===== src/rtl/imem_pkg.sv =====
// imem_pkg: shared states and field widths for the instruction-memory boot loader.
package imem_pkg;
  localparam int IMEM_LEN_W          = 16;
  localparam int IMEM_BYTES_PER_WORD = 4;
  typedef enum logic [2:0] {
    ST_IDLE, ST_LEN_LO, ST_LEN_HI, ST_DATA, ST_WRITE, ST_CHECK, ST_DONE, ST_ERR
  } imem_loader_state_t;
endpackage


===== src/rtl/imem_word_assembler.sv =====
// imem_word_assembler: packs accepted bytes little-endian into a 32-bit word.
module imem_word_assembler
  import imem_pkg::*;
(
  input  logic        clk,
  input  logic        rst_n,
  input  logic        clr,
  input  logic        en,
  input  logic [7:0]  data,
  output logic [31:0] word,
  output logic        word_done
);
  logic [1:0] cnt;
  always_ff @(posedge clk or negedge rst_n)
    if (!rst_n) begin
      cnt  <= '0;
      word <= '0;
    end else if (clr) begin
      cnt  <= '0;
      word <= '0;
    end else if (en) begin
      cnt  <= cnt + 2'd1;
      word <= {data, word[31:8]};
    end
  // shifting in from the top leaves byte k in lane k once the fourth byte lands
  always_comb word_done = en && (cnt == 2'(IMEM_BYTES_PER_WORD - 1));
endmodule


===== src/rtl/imem_loader.sv =====
// imem_loader: streams a length-prefixed image into instruction memory while holding the core.
// IMEM_LOADER_CHECKSUM_EN adds a trailing XOR checksum byte verified in a CHECK state.
module imem_loader
  import imem_pkg::*;
#(
  parameter int MEM_BYTES = 1024,
  parameter int MAX_WORDS = MEM_BYTES / 4
) (
  input  logic        clk,
  input  logic        rst_n,
  input  logic        start,
  input  logic        s_valid,
  output logic        s_ready,
  input  logic [7:0]  s_data,
  output logic        mem_we,
  output logic [31:0] mem_addr,
  output logic [31:0] mem_wdata,
  output logic        busy,
  output logic        done,
  output logic        error,
  output logic        cpu_hold
);
`ifdef IMEM_LOADER_CHECKSUM_EN
  localparam imem_loader_state_t ST_FIN = ST_CHECK;
`else
  localparam imem_loader_state_t ST_FIN = ST_DONE;
`endif
  imem_loader_state_t state, state_nxt;
  logic [IMEM_LEN_W-1:0] len, word_idx, len_new;
  logic [31:0] word;
  logic accept, go, asm_en, word_done;
  assign accept  = s_valid && s_ready;
  assign go      = (state == ST_IDLE) && start;
  assign asm_en  = accept && (state == ST_DATA);
  assign len_new = {s_data, len[7:0]};
  imem_word_assembler u_asm (
    .clk(clk), .rst_n(rst_n), .clr(go), .en(asm_en), .data(s_data),
    .word(word), .word_done(word_done)
  );
`ifdef IMEM_LOADER_CHECKSUM_EN
  logic [7:0] csum;
  always_ff @(posedge clk or negedge rst_n)
    if (!rst_n) csum <= '0;
    else csum <= go ? 8'h00 : asm_en ? csum ^ s_data : csum;
`endif
  always_ff @(posedge clk or negedge rst_n)
    if (!rst_n) state <= ST_IDLE;
    else state <= state_nxt;
  always_comb begin
    state_nxt = state;
    case (state)
      ST_IDLE:   state_nxt = start ? ST_LEN_LO : ST_IDLE;
      ST_LEN_LO: state_nxt = accept ? ST_LEN_HI : ST_LEN_LO;
      ST_LEN_HI: state_nxt = !accept ? ST_LEN_HI :
                             (len_new == '0) ? ST_FIN :
                             ({1'b0, len_new} > 17'(MAX_WORDS)) ? ST_ERR : ST_DATA;
      ST_DATA:   state_nxt = word_done ? ST_WRITE : ST_DATA;
      ST_WRITE:  state_nxt = (word_idx + 16'd1 == len) ? ST_FIN : ST_DATA;
`ifdef IMEM_LOADER_CHECKSUM_EN
      ST_CHECK:  state_nxt = !accept ? ST_CHECK : (s_data == csum) ? ST_DONE : ST_ERR;
`endif
      default:   state_nxt = ST_IDLE;
    endcase
  end
  always_ff @(posedge clk or negedge rst_n)
    if (!rst_n) begin
      len      <= '0;
      word_idx <= '0;
      done     <= 1'b0;
      error    <= 1'b0;
    end else begin
      if (go) begin
        len      <= '0;
        word_idx <= '0;
        done     <= 1'b0;
        error    <= 1'b0;
      end
      if (state_nxt == ST_DONE) done <= 1'b1;
      if (state_nxt == ST_ERR) error <= 1'b1;
      if (accept && state == ST_LEN_LO) len[7:0] <= s_data;
      if (accept && state == ST_LEN_HI) len[15:8] <= s_data;
      if (state == ST_WRITE) word_idx <= word_idx + 16'd1;
    end
  always_comb begin
    s_ready   = state inside {ST_LEN_LO, ST_LEN_HI, ST_DATA, ST_CHECK};
    busy      = !(state inside {ST_IDLE, ST_DONE, ST_ERR});
    cpu_hold  = busy;
    mem_we    = state == ST_WRITE;
    mem_addr  = {14'b0, word_idx, 2'b00};
    mem_wdata = word;
  end
endmodule


===== config.mk =====
export PLATFORM = sky130hd
export DESIGN_NAME = imem_loader
export DESIGN_NICKNAME = d
export VERILOG_FILES = /design/src/rtl/imem_pkg.sv /design/src/rtl/imem_word_assembler.sv /design/src/rtl/imem_loader.sv
export SDC_FILE = /design/constraint.sdc
export NUM_CORES = 1
export LEC_CHECK = 0
export ABC_AREA = 1
export BUFFER_PORTS_ARGS = -buffer_cell sky130_fd_sc_hd__buf_2
export CAP_MARGIN = 25
export CORE_ASPECT_RATIO = 0.8
export CORE_MARGIN = 2
export CORE_UTILIZATION = 50
export CTS_CLUSTER_SIZE = 8
export DETAILED_ROUTE_END_ITERATION = 8
export PLACE_DENSITY = 0.77
export SLEW_MARGIN = 20
export SYNTH_ARGS = -nofsm -noshare
export SYNTH_HDL_FRONTEND = slang
export SYNTH_SLANG_ARGS = --single-unit

===== constraint.sdc =====
create_clock -name clk -period 1.9 [get_ports clk]
set_input_delay 0.285 -clock clk [delete_from_list [all_inputs] [get_ports clk]]
set_output_delay 0.285 -clock clk [all_outputs]
set_load 0.005 [all_outputs]

# == Yosys cells after proc, flatten, opt, wreduce, memory -nomap -nowiden ==
# Index checks and enable logic that the tools add are counted.
# word_totals
output_inout_bits,70
word_cells,58
input_bits,12
register_bits,71
# op_classes
reduce_logical,17
n_addsub,2
muxes,19
magnitude_cmp,1
eq_ne,11
# ops
cell,count
$mux 32,2
$mux 16,2
$eq 3x3->1 const B,6
$add 16x1->16 const B,1
$eq 16x16->1,1
$gt 16x9->1 const B,1
$logic_not 16->1,1
$mux 8,2
$mux 3,5
$pmux 3 s5,1
$reduce_bool 2->1,6
$eq 3x2->1 const B,2
$logic_and 1x1->1,6
$mux 2,3
$mux 1,4
$reduce_bool 4->1,1
$eq 3x1->1 const B,1
$logic_not 3->1,1
$reduce_bool 3->1,1
$add 2x1->2 const B,1
$eq 2x2->1 const B,1
$logic_not 1->1,1

# == Longest topological paths before layout ==
# Gate-level depths: netlist of the first run.
# depth
ltp_word,9
ltp_mapped,17

# == Modules after synthesis ==
# A second synthesis of the first run with hierarchy kept.
# unflattened
hier_cells,486
area_unflattened_um2,3843.7
# by_module_without_submodules
mod,area_each_um2,n_inst,cells_each,seq_area_each_um2
imem_loader,2354.8,1,334,925.9
imem_word_assembler,1488.9,1,152,850.8

# == Least setup slack after synthesis of the first run ==
# Ideal clock, no wire load.
# synth_path
path_kind,register to register
from,reg word_idx[1]
to,reg error
path_slack_ps,89
stages_incl_launch_ff,15
required_time_ps,1782
n_path_buf,0
synth_period_minus_slack_ps,1811
arrival_time_ps,1694
cell_sequence,dfrtp_1 > ha_1 > nand3_1 > o21ai_1 > nand2_1 > nand2_1 > nand2_1 > nor2_1 > nand2_1 > nor2_1 > nand3_1 > nand2_1 > nand2_2 > nand3_1 > nand2_1
# synth_between
elab_chain_cells,6
# synth_lines
item,line_no,source
from (decl),imem_loader.sv:29,"logic [IMEM_LEN_W-1:0] len, word_idx, len_new;"
from (signal assigned),imem_loader.sv:82,if (state == ST_WRITE) word_idx <= word_idx + 16'd1;
$add 16x1->16 *,imem_loader.sv:58,ST_WRITE: state_nxt = (word_idx + 16'd1 == len) ? ST_FIN : ST_DATA;
$eq 16x16->1 *,imem_loader.sv:58,
$mux 3 *,imem_loader.sv:58,
$pmux 3 s5 *,imem_loader.sv:51,case (state)
via state_nxt[0],imem_loader.sv:28,"imem_loader_state_t state, state_nxt;"
$eq 3x3->1 *,imem_loader.sv:79,if (state_nxt == ST_ERR) error <= 1'b1;
$mux 1 / $reduce_bool 2->1 (equally long branches),n/a,
to (signal assigned),imem_loader.sv:70,error <= 1'b0;
to (signal assigned),imem_loader.sv:76,error <= 1'b0;
to (signal assigned),imem_loader.sv:79,
to (decl),imem_loader.sv:20,"output logic error,"
# The timed path passes the listed nets; every way through them passes the cells marked *.
# A chain may end at the register's enable or synchronous reset.

# == Worst setup path in the final report of the first run ==
# layout_path
from,reg word_idx[0]
to,reg done
# layout_between
elab_chain_cells,6
# layout_lines
item,line_no,source
$add 16x1->16 *,imem_loader.sv:58,
$eq 16x16->1 *,imem_loader.sv:58,
$mux 3 *,imem_loader.sv:58,
$pmux 3 s5 *,imem_loader.sv:51,
$eq 3x3->1 *,imem_loader.sv:78,if (state_nxt == ST_DONE) done <= 1'b1;
$mux 1 / $reduce_bool 2->1 (equally long branches),n/a,
to (signal assigned),imem_loader.sv:69,done <= 1'b0;
to (signal assigned),imem_loader.sv:75,done <= 1'b0;
to (signal assigned),imem_loader.sv:78,
to (decl),imem_loader.sv:19,"output logic done,"
# Every way passes the cells marked *; elsewhere a longest branch is shown, timed or not.

==> summary.md, run 1 <==
| Metric | Value |
|---|---|
| Outcome | `finished with violations` |
| Failing checks | `setup timing` |
| Final period utilization | `1.06` |
| Worst path max stage delay | `0.43 ns` |
| Total gr overflow | `0` |
| Setup violators final | `3` |
| Type of the worst min-delay path | `primary input to register` |
| Final HPWL DP | `7780 µm` |
| F_max | `495 MHz` |
| CTS tree | `built` |
| Placed Cells | `667` |
| Detail Route Antenna Nets | `0` |
| Final #Nets | `607` |
| Netlist Area Pre-Place | `3720 µm²` |
| IO Port Bufs | `65` |
| Initial antenna violation count | `0` |
| Layout cells sized above 1 | `0.279` |
| Crit-path leading delay family | `simple AND/OR/NAND/NOR gates` |
| Tot GR Track Use | `0.260` |
| Placer Congestion | `0.962` |
| Detailed-route via count | `3666` |
| Pwr/cell area | `1320 nW/µm²` |
| Peak VDD IR | `0.000878 V` |
| Critical Path Slowest Stage Cell | `dfrtp_2` |
| First-pass GRT wire length | `16400 µm` |
| Drt initial violations | `310` |
| Synth Register Bits | `71` |
| CP arrival | `2.30 ns` |
| Final setup skew | `0.00711 ns` |
| Drt pass-1 iters | `5` |
| Distinct cells, synth | `27` |
| Cells along the critical path | `inv_1 > nor2_4 > buf_4 > nand3_1 > nand3_2 > nand2_1 > nor2_1 > nand2_1 > nor2_2 > nand3_1 > a21oi_1 > nand3_2 > nand2_1` |
| Vias per cell | `5.33` |
| WHS | `0.226 ns` |
| Final Critical Period | `2.02 ns` |
| Die W | `100 µm` |
| RSZ-0062 raised after global routing | `yes` |
| YS warnings | `0` |
| Core box area | `7290 µm²` |
| Dpl ws | `-0.161 ns` |
| Top-level I/O count | `82` |
| Ant diodes | `0` |
| Clock Path Buffers | `2` |
| DRC violations left | `0` |
| CTS Buf Count | `9` |
| Vias in the first global route | `3354` |
| Die Area | `8150 µm²` |
| Hold Vio Cnt, Final | `0` |
| Largest net degree at the start of global routing | `28` |
| Clk Latency, worst-skew pair | `0.34 ns` |
| Final Max Slew Viols | `0` |
| WP buf/inv | `2` |
| Leak | `2.53 nW` |
| CTS clock-pin slew for the worst setup and hold paths | `0.08 ns` |
| Post-Route WL | `10500 µm` |
| Clock Tree Root | `clkbuf_8` |
| Worst EP required | `2.18 ns` |
| Max-cap violations | `0` |
| Seq/Total Area, Yosys | `0.478` |
| Starting Density | `0.510` |
| CTS sink count | `71` |
| Sum Neg Setup Slack | `-0.245 ns` |
| Per-cell routed wire length | `15.2 µm` |
| Crit path launch type | `register` |
| Finished Layout Cells | `688` |
| H-tree lvl count | `3` |
| Row count | `28` |
| Top cell by count, worst path | `nand2_1` |
| Area Overhead vs Synth | `29.9%` |
| Die Ht | `81.1 µm` |
| WS Path Type | `register to register` |
| Synthesized instance count | `481` |
| Setup WS post-layout | `-0.121 ns` |
| Post-Syn Area per Cell | `7.73 µm²` |
| Critical path endpoint category | `register` |
| Crit path max fanout | `6` |
[registers in the layout (all words and copies together) (netlist names)]
| name | cells |
|---|---|
| len | 16 |
| u_asm.cnt | 2 |
| done | 1 |
| u_asm.word | 32 |
| error | 1 |
| state | 3 |
| word_idx | 16 |
[power by group]
| part | leakage [nW] | switching (mW) | internal, mW |
|---|---|---|---|
| clock | 0.120 | 0.599 | 0.877 |
| sequential | 0.954 | 0.346 | 2.00 |
| combinational | 1.45 | 1.53 | 1.04 |
| total | 2.53 | 2.48 | 3.92 |
[logic make-up after synthesis]
logic type	share of synthesized area
simple gates	0.263
buf+inv	0.124
compound gates	0.118
flops	0.478
fa+ha+maj	0.00673
other cells	0.00101
xor+xnor	0.00605
mux	0.00269
[worst paths after layout]
check                           slack (ns)  depth (start not counted)                 startpoint                    endpoint
worst max register to register       -0.12                         13    word_idx[0]$_DFFE_PN0P_            done$_DFFE_PN0P_
worst max-delay path                 -0.12                         13    word_idx[0]$_DFFE_PN0P_            done$_DFFE_PN0P_
worst min-delay path                  0.23                          3                  s_data[6]  u_asm.word[30]$_DFFE_PN0P_
min in group asynchronous             0.44                          2                      rst_n     word_idx[2]$_DFFE_PN0P_
max in group asynchronous             0.94                          3                      rst_n  u_asm.word[28]$_DFFE_PN0P_
worst min register to register        0.49                          2  u_asm.word[3]$_DFFE_PN0P_   u_asm.word[3]$_DFFE_PN0P_
[stage by stage]
step / utilization / instance area, µm² / power (mW)
2_1_floorplan: - / 3780 / 3.80
3_3_place_gp: 0.604 / 4400 / 4.66
3_5_place_dp: 0.604 / 4400 / 4.77
4_1_cts: 0.650 / 4740 / 6.31
5_1_grt: 0.663 / 4830 / 6.83
6_report: 0.663 / 4830 / 6.39
[worst reg2reg max path, stage by stage (launching register included)]
cell,delay (ns)
dfrtp_2,0.43
inv_1,0.11
nor2_4,0.25
buf_4,0.17
nand3_1,0.10
nand3_2,0.13
nand2_1,0.06
nor2_1,0.08
nand2_1,0.07
nor2_2,0.12
nand3_1,0.10
a21oi_1,0.19
nand3_2,0.10
nand2_1,0.07
[final cells by class]
type | instances | area (µm²)
Fill cell | 614 | 2450
Multi-Input combinational cell | 319 | 1680
Sequential cell | 71 | 1780
Timing Repair Buffer | 111 | 718
Inverter | 81 | 304
Clock inverter | 7 | 120
Clock buffer | 9 | 124
Tap cell | 90 | 113
[synth_stat cells]
cell      instances  area share
mux2i_1           1      0.0027
nor4_1            1      0.0017
conb_1            1      0.0010
clkinv_1          2      0.0020
o21ai_1           2      0.0027
nor2_2            2      0.0034
a21oi_1           6      0.0081
buf_4            17       0.034
inv_1            77       0.078
buf_1             1      0.0010
nand4_1          14       0.024
o211ai_1          1      0.0020
ha_1              2      0.0067
xnor3_1           1      0.0061
nand3_1          41       0.055
inv_2             2      0.0020
o22ai_1          50       0.084
nor2_1           33       0.033
clkbuf_1          6      0.0061
a22o_1            1      0.0024
nand2_1         122        0.12
buf_2             1      0.0013
dfrtp_1          71        0.48
nor3_1            3      0.0040
o21ai_0          14       0.019
nor2_4            3      0.0091
nand2_2           6       0.010
[routing by layer]
metal  GRT usage  routed length [µm]
met1       0.370                4660
met2       0.409                4910
met3      0.0663                 798
met4      0.0493                  82
met5           0                   0
[cells in the final DEF, fill, tap and decap left out, drive strengths merged]
cell,synthesis,final
nand2,128,128
buf,19,110
inv,79,80
dfrtp,71,71
o22ai,50,50
nand3,41,41
nor2,38,38
conb,1,16
o21ai,16,16
nand4,14,14
clkbuf,6,9
a21oi,6,6
clkinv,2,4
nor3,3,3
bufinv,0,3
ha,2,2
xnor3,1,1
nor4,1,1
o211ai,1,1
mux2i,1,1
a22o,1,1
clkinvlp,0,1
dlygate4sd3,0,1
[what timing repair did]
item                                    CTS  global route
endpoints found under the hold margin    17             0
resized for setup                        17            22
pin swaps                                10            12
endpoints found under the setup margin    4            14
hold buffers                              1             0
buffers inserted                          2             2
No activity file was read; power rests on OpenSTA's default activity.
==> run 2: changes to the inputs <==
--- a/config.mk
+++ b/config.mk
@@ -13,6 +13,7 @@
 export CORE_UTILIZATION = 50
 export CTS_CLUSTER_SIZE = 8
 export DETAILED_ROUTE_END_ITERATION = 8
+export MAX_ROUTING_LAYER = met4
 export PLACE_DENSITY = 0.77
 export SLEW_MARGIN = 20
 export SYNTH_ARGS = -nofsm -noshare
==> summary.md, run 2 (synthesis gave the netlist of run 1 again) <==
| Metric | Value |
|---|---|
| Outcome | `finished with violations (unchanged)` |
| Failing checks | `setup timing (unchanged)` |
| RSZ-0062 raised after global routing | `yes (unchanged)` |
| FILL cells | `608 (was 614)` |
| Most frequent cells in the layout | `112 x nand2_1, 77 x inv_1, 71 x dfrtp_1 (was 110 x nand2_1, 77 x inv_1, 69 x dfrtp_1)` |
| Commonest non-fill, non-tap cell in the layout | `nand2_1 (unchanged)` |
| Final HPWL DP | `7700 µm (was 7780 µm)` |
| Largest net degree at the start of global routing | `72 (was 28)` |
| Clock Tree Root | `clkbuf_8 (unchanged)` |
| F_max | `477 MHz (was 495 MHz)` |
| Pwr/cell area | `1300 nW/µm² (was 1320 nW/µm²)` |
| Final Critical Period | `2.10 ns (was 2.02 ns)` |
| Die Area | `8150 µm² (unchanged)` |
| Crit path max fanout | `5 (was 6)` |
| WHS | `0.217 ns (was 0.226 ns)` |
| H-tree lvl count | `3 (unchanged)` |
| Hold Vio Cnt, Final | `0 (unchanged)` |
| Area Overhead vs Synth | `30.1% (was 29.9%)` |
| Core box area | `7290 µm² (unchanged)` |
| Setup WS post-layout | `-0.197 ns (was -0.121 ns)` |
| Top-level I/O count | `82 (unchanged)` |
| Layout cells sized above 1 | `0.284 (was 0.279)` |
| Cells along the critical path | `buf_6 > ha_4 > nand2_4 > nor2_4 > buf_6 > nand3_4 > xnor3_1 > nand2_1 > nor2_1 > nand3_2 > a21oi_2 > nand3_2 > nand2_1 (was inv_1 > nor2_4 > buf_4 > nand3_1 > nand3_2 > nand2_1 > nor2_1 > nand2_1 > nor2_2 > nand3_1 > a21oi_1 > nand3_2 > nand2_1)` |
| Worst Hold End | `u_asm.word[30]$_DFFE_PN0P_ (unchanged)` |
| Clock Path Buffers | `2 (unchanged)` |
| Max-cap violations | `0 (unchanged)` |
| Worst EP required | `2.19 ns (was 2.18 ns)` |
| Row count | `28 (unchanged)` |
| Min-Delay Path Depth | `3 (unchanged)` |
| Detail Route Antenna Nets | `0 (unchanged)` |
| Placed Cells | `667 (unchanged)` |
| Detailed-route via count | `3760 (was 3666)` |
| Final #Nets | `615 (was 607)` |
| Final setup skew | `0.00662 ns (was 0.00711 ns)` |
| CP arrival | `2.39 ns (was 2.30 ns)` |
| Final period utilization | `1.10 (was 1.06)` |
| Leak | `2.53 nW (about the same)` |
| Die Ht | `81.1 µm (unchanged)` |
| Setup violators final | `4 (was 3)` |
| Final Max Slew Viols | `0 (unchanged)` |
| Top Registers | `u_asm.word: 32 flops, len: 16 flops, word_idx: 16 flops (unchanged)` |
| Tot GR Track Use | `0.283 (was 0.260)` |
| CTS tree | `built (unchanged)` |
| Drt pass-1 iters | `5 (unchanged)` |
| First-pass GRT wire length | `17200 µm (was 16400 µm)` |
| R2R cell count | `13 (unchanged)` |
| Finished Layout Cells | `695 (was 688)` |
| Per-cell routed wire length | `15.7 µm (was 15.2 µm)` |
| Max FFs per register | `32 (unchanged)` |
| Reg2Reg Setup Slack | `-0.20 ns (was -0.12 ns)` |
| DRC violations left | `0 (unchanged)` |
| Worst reg2reg path startpoint | `word_idx[1]$_DFFE_PN0P_ (was word_idx[0]$_DFFE_PN0P_)` |
| Critical Path Slowest Stage Cell | `dfrtp_1 (was dfrtp_2)` |
| Vias per cell | `5.41 (was 5.33)` |
| Biggest register | `u_asm.word (unchanged)` |
| Total gr overflow | `0 (unchanged)` |
| Peak VDD IR | `0.000731 V (was 0.000878 V)` |
| Vias in the first global route | `3590 (was 3354)` |
| Starting Density | `0.510 (unchanged)` |
| CTS Buf Count | `9 (unchanged)` |
| IO Port Bufs | `65 (unchanged)` |
| Crit path launch type | `register (unchanged)` |
| Worst R2R End | `done$_DFFE_PN0P_ (unchanged)` |
| Type of the worst min-delay path | `primary input to register (unchanged)` |
| Placer Congestion | `0.950 (was 0.962)` |
| Worst path max stage delay | `0.37 ns (was 0.43 ns)` |
| Critical path endpoint category | `register (unchanged)` |
| CTS clock-pin slew for the worst setup and hold paths | `0.07 ns (was 0.08 ns)` |
| Initial antenna violation count | `0 (unchanged)` |
| WS Path Type | `register to register (unchanged)` |
| Drt initial violations | `276 (was 310)` |
| Clk Latency, worst-skew pair | `0.35 ns (was 0.34 ns)` |
| Die W | `100 µm (unchanged)` |
| CTS sink count | `71 (unchanged)` |
| Hold_sp | `s_data[6] (unchanged)` |
| Ant diodes | `0 (unchanged)` |
| Post-Route WL | `10900 µm (was 10500 µm)` |
-- run 2: stage by stage --
stage | power, mW | cell area, µm² | utilization | setup WS (ns) | setup TNS [ns]
CTS | 6.18 | 4750 | 0.652 | -0.0726 | -0.147
global route | 6.71 | 4840 | 0.664 | -0.316 | -1.00
global placement | 4.66 | 4390 | 0.602 | -0.0610 | -0.0868
finish | 6.27 | 4840 | 0.664 | -0.197 | -0.578
floorplan | 3.80 | 3780 | - | 0.0887 | 0
detailed placement | 4.76 | 4390 | 0.602 | -0.171 | -0.371
-- run 2: how the worst max path moves through the flow --
stage	from	end	slack, ns	cells past startpoint
after floorplan	word_idx[1]$_DFFE_PN0P_	error$_DFFE_PN0P_	0.09	14
after global placement	word_idx[0]$_DFFE_PN0P_	error$_DFFE_PN0P_	-0.06	14
after detailed placement	word_idx[0]$_DFFE_PN0P_	done$_DFFE_PN0P_	-0.17	15
after CTS	word_idx[1]$_DFFE_PN0P_	error$_DFFE_PN0P_	-0.07	15
after global routing	word_idx[1]$_DFFE_PN0P_	done$_DFFE_PN0P_	-0.32	14
final	word_idx[1]$_DFFE_PN0P_	done$_DFFE_PN0P_	-0.20	13
-- run 2: what timing repair did --
action	CTS	global route
hold buffers	1	0
resized for setup	20	16
setup buffers	9	3
pin swaps	20	10
endpoints found under the setup margin	4	13
endpoints found under the hold margin	71	0
-- run 2: critical path, delay by kind of cell, from the launching register on --
family	cells	cell delay, ns
and+or+nand+nor	8	0.85
DFF	1	0.37
buffers and inverters	2	0.25
xor gates and xnor gates	1	0.21
AOI/OAI and AO/OA	1	0.18
adders and majority gates	1	0.17
-- run 2: where the power goes --
part           total, mW  switching, mW  internal [mW]
Sequential          2.34          0.337           2.00
Combinational       2.61           1.56           1.05
Clock               1.32          0.591          0.729
Total               6.27           2.49           3.78
-- run 2: final cells by class --
class | instances | area (µm²) | area share
Tap cell | 90 | 113 | 0.0233
Clock buffer | 9 | 124 | 0.0256
Multi-Input combinational cell | 319 | 1670 | 0.344
Timing Repair Buffer | 119 | 769 | 0.159
Clock inverter | 6 | 86.3 | 0.0178
Inverter | 81 | 304 | 0.0628
Sequential cell | 71 | 1780 | 0.367
-- run 2: per-layer routing --
| layer | vias up | share of wire | global-route usage |
|---|---|---|---|
| met3 | 21 | 0.098 | 0.0904 |
| li1 | 1790 | - | - |
| met2 | 172 | 0.47 | 0.443 |
| met5 | - | 0 | - |
| met1 | 1777 | 0.42 | 0.362 |
| met4 | 0 | 0.017 | 0.0685 |
==> run 3: changes to the inputs <==
==> constraint.sdc (replaced) <==
create_clock -name clk -period 2 [get_ports clk]
set_input_delay 0.3 -clock clk [delete_from_list [all_inputs] [get_ports clk]]
set_output_delay 0.3 -clock clk [all_outputs]
set_load 0.005 [all_outputs]
==> summary.md, run 3 (synthesis gave the netlist of run 1 again) <==
| Metric | Value |
|---|---|
| CTS tree | `built (unchanged)` |
| Clk Latency, worst-skew pair | `0.34 ns (was 0.35 ns)` |
| Placer Congestion | `0.938 (was 0.950)` |
| Max FFs per register | `32 (unchanged)` |
| Commonest non-fill, non-tap cell in the layout | `nand2_1 (unchanged)` |
| CTS sink count | `71 (unchanged)` |
| Clock power share | `0.187 (was 0.211)` |
| Vias in the first global route | `3366 (was 3590)` |
| CTS clock-pin slew for the worst setup and hold paths | `0.08 ns (was 0.07 ns)` |
| Ant diodes | `0 (unchanged)` |
| WS Path Type | `register to register (unchanged)` |
| Die W | `100 µm (unchanged)` |
| Max-cap violations | `0 (unchanged)` |
| Per-cell routed wire length | `15.1 µm (was 15.7 µm)` |
| Failing checks | `setup timing (unchanged)` |
| Leak | `2.41 nW (was 2.53 nW)` |
| Final setup skew | `0.0115 ns (was 0.00662 ns)` |
| Core box area | `7290 µm² (unchanged)` |
| Top Registers | `u_asm.word: 32 flops, len: 16 flops, word_idx: 16 flops (unchanged)` |
| Post-Route WL | `10200 µm (was 10900 µm)` |
| Setup crit start | `word_idx[1]$_DFFE_PN0P_ (unchanged)` |
| Tot GR Track Use | `0.262 (was 0.283)` |
| Hold_sp | `s_data[6] (unchanged)` |
| Post-route cell area | `4660 µm² (was 4840 µm²)` |
| Largest net degree at the start of global routing | `72 (unchanged)` |
| Hold Vio Cnt, Final | `0 (unchanged)` |
| IO Port Bufs | `65 (unchanged)` |
| WHS | `0.250 ns (was 0.217 ns)` |
| Placed Cells | `644 (was 667)` |
| RSZ-0062 raised after global routing | `yes (unchanged)` |
| Sequential power share | `0.391 (was 0.373)` |
| Top-level I/O count | `82 (unchanged)` |
| Row count | `28 (unchanged)` |
| Critical path endpoint category | `register (unchanged)` |
| Sum Neg Setup Slack | `-0.136 ns (was -0.578 ns)` |
| Dpl cell area | `4200 µm² (was 4390 µm²)` |
| Finished Layout Cells | `674 (was 695)` |
| Worst reg2reg path startpoint | `word_idx[1]$_DFFE_PN0P_ (unchanged)` |
| Comb pwr share | `0.423 (was 0.416)` |
| Layout cells sized above 1 | `0.274 (was 0.284)` |
| Crit path max fanout | `5 (unchanged)` |
| Worst EP required | `2.28 ns (was 2.19 ns)` |
| Setup violators final | `3 (was 4)` |
| Clock Path Buffers | `2 (unchanged)` |
| FILL cells | `663 (was 608)` |
| Internal cell power | `3.38 mW (was 3.78 mW)` |
| DRC violations left | `0 (unchanged)` |
| Die Area | `8150 µm² (unchanged)` |
| Drt initial violations | `351 (was 276)` |
| Outcome | `finished with violations (unchanged)` |
| Pwr/cell area | `1230 nW/µm² (was 1300 nW/µm²)` |
| Peak VDD IR | `0.000761 V (was 0.000731 V)` |
| CTS Buf Count | `9 (unchanged)` |
| Initial antenna violation count | `0 (unchanged)` |
| F_max | `486 MHz (was 477 MHz)` |
| Final #Nets | `593 (was 615)` |
| Final Critical Period | `2.06 ns (was 2.10 ns)` |
| Detail Route Antenna Nets | `0 (unchanged)` |
| Starting Density | `0.510 (unchanged)` |
| Area Overhead vs Synth | `25.3% (was 30.1%)` |
| Type of the worst min-delay path | `primary input to register (unchanged)` |
| Setup WS post-layout | `-0.0590 ns (was -0.197 ns)` |
| Most frequent cells in the layout | `110 x nand2_1, 76 x inv_1, 69 x dfrtp_1 (was 112 x nand2_1, 77 x inv_1, 71 x dfrtp_1)` |
| Final period utilization | `1.03 (was 1.10)` |
| Crit path launch type | `register (unchanged)` |
| Vias per cell | `5.43 (was 5.41)` |
| CP arrival | `2.34 ns (was 2.39 ns)` |
| Clock Tree Root | `clkbuf_8 (unchanged)` |
| First-pass GRT wire length | `16100 µm (was 17200 µm)` |
| Final HPWL DP | `7360 µm (was 7700 µm)` |
| Post-layout util | `0.640 (was 0.664)` |
| Sw power | `2.34 mW (was 2.49 mW)` |
| Total gr overflow | `0 (unchanged)` |
| Die Ht | `81.1 µm (unchanged)` |
| Detailed-route via count | `3663 (was 3760)` |
| Final Max Slew Viols | `0 (unchanged)` |
| Switching Fraction | `0.409 (was 0.397)` |
| Drt pass-1 iters | `5 (unchanged)` |
| Biggest register | `u_asm.word (unchanged)` |
| H-tree lvl count | `3 (unchanged)` |
## run 3: cell count changes in the layout (fill, tap and decap cells not counted), moves of 2 or more
cell,delta
dfrtp_2,+2
nand2_1,-2
dfrtp_1,-2
clkbuf_8,+2
clkinvlp_4,+2
nand2_2,+2
nand3_2,+5
buf_4,-22
nor2_1,-2
nand3_1,-4
bufinv_16,-2
## run 3: final cells by class
class | count | area, µm² | share of cell area
sequential | 71 | 1780 | 0.382
multi-input combinational | 319 | 1690 | 0.362
clock buffer | 11 | 151 | 0.0325
timing repair buffer | 97 | 596 | 0.128
inverter | 81 | 304 | 0.0652
tap | 90 | 113 | 0.0242
clock inverter | 5 | 32.5 | 0.00698
## run 3: critical path, stage by stage, from the launching register on
cell     delay [ns]
dfrtp_1        0.43
buf_6          0.12
nand2_2        0.06
nor2_4         0.21
buf_6          0.15
nand2_2        0.06
nand3_2        0.05
nand2_1        0.06
nor2_1         0.13
nand2_2        0.08
nor2_1         0.13
nand3_2        0.09
nor2_2         0.11
nand2_1        0.07
nand2_2        0.09
nand3_2        0.08
nand2_1        0.07
## run 3: power groups by stage
stage	clock (mW)	combinational, mW	sequential, mW
after detailed placement	0	2.20	2.24
after global placement	0	2.13	2.22
after CTS	1.08	2.29	2.22
after global routing	1.15	2.73	2.29
final	1.07	2.42	2.23
after floorplan	0	1.40	2.21
## run 3: per-stage QoR
stage | worst slack, ns | power [mW]
floorplan | 0.189 | 3.61
global placement | -0.00929 | 4.36
detailed placement | -0.0959 | 4.44
CTS | -0.000838 | 5.59
global route | -0.230 | 6.16
finish | -0.0590 | 5.71
## run 3: path summary, 6_finish.rpt
kind | end | slack [ns] | cells after the start
hold / removal | u_asm.word[30]$_DFFE_PN0P_ | 0.25 | 3
setup reg to reg | done$_DFFE_PN0P_ | -0.06 | 16
min in group asynchronous | word_idx[4]$_DFFE_PN0P_ | 0.52 | 3
hold reg to reg | u_asm.cnt[0]$_DFFE_PN0P_ | 0.48 | 1
max in group asynchronous | u_asm.word[19]$_DFFE_PN0P_ | 1.17 | 3
setup / recovery | done$_DFFE_PN0P_ | -0.06 | 16
## run 3: routing by layer
metal	global-route usage	share of wire	wire (µm)	up-vias
met5	-	0	0	-
met3	0.0542	0.084	858	17
li1	-	-	-	1751
met4	0.0603	0.011	112	0
met2	0.398	0.45	4620	168
met1	0.366	0.45	4580	1727
## run 3: what timing repair did
| action | CTS | global route |
|---|---|---|
| pin swaps | 6 | 26 |
| resized for setup | 13 | 33 |
| hold buffers | 1 | 0 |
| buffers inserted | 6 | 7 |
| setup endpoints to repair | 3 | 4 |
| hold endpoints to repair | 47 | 0 |
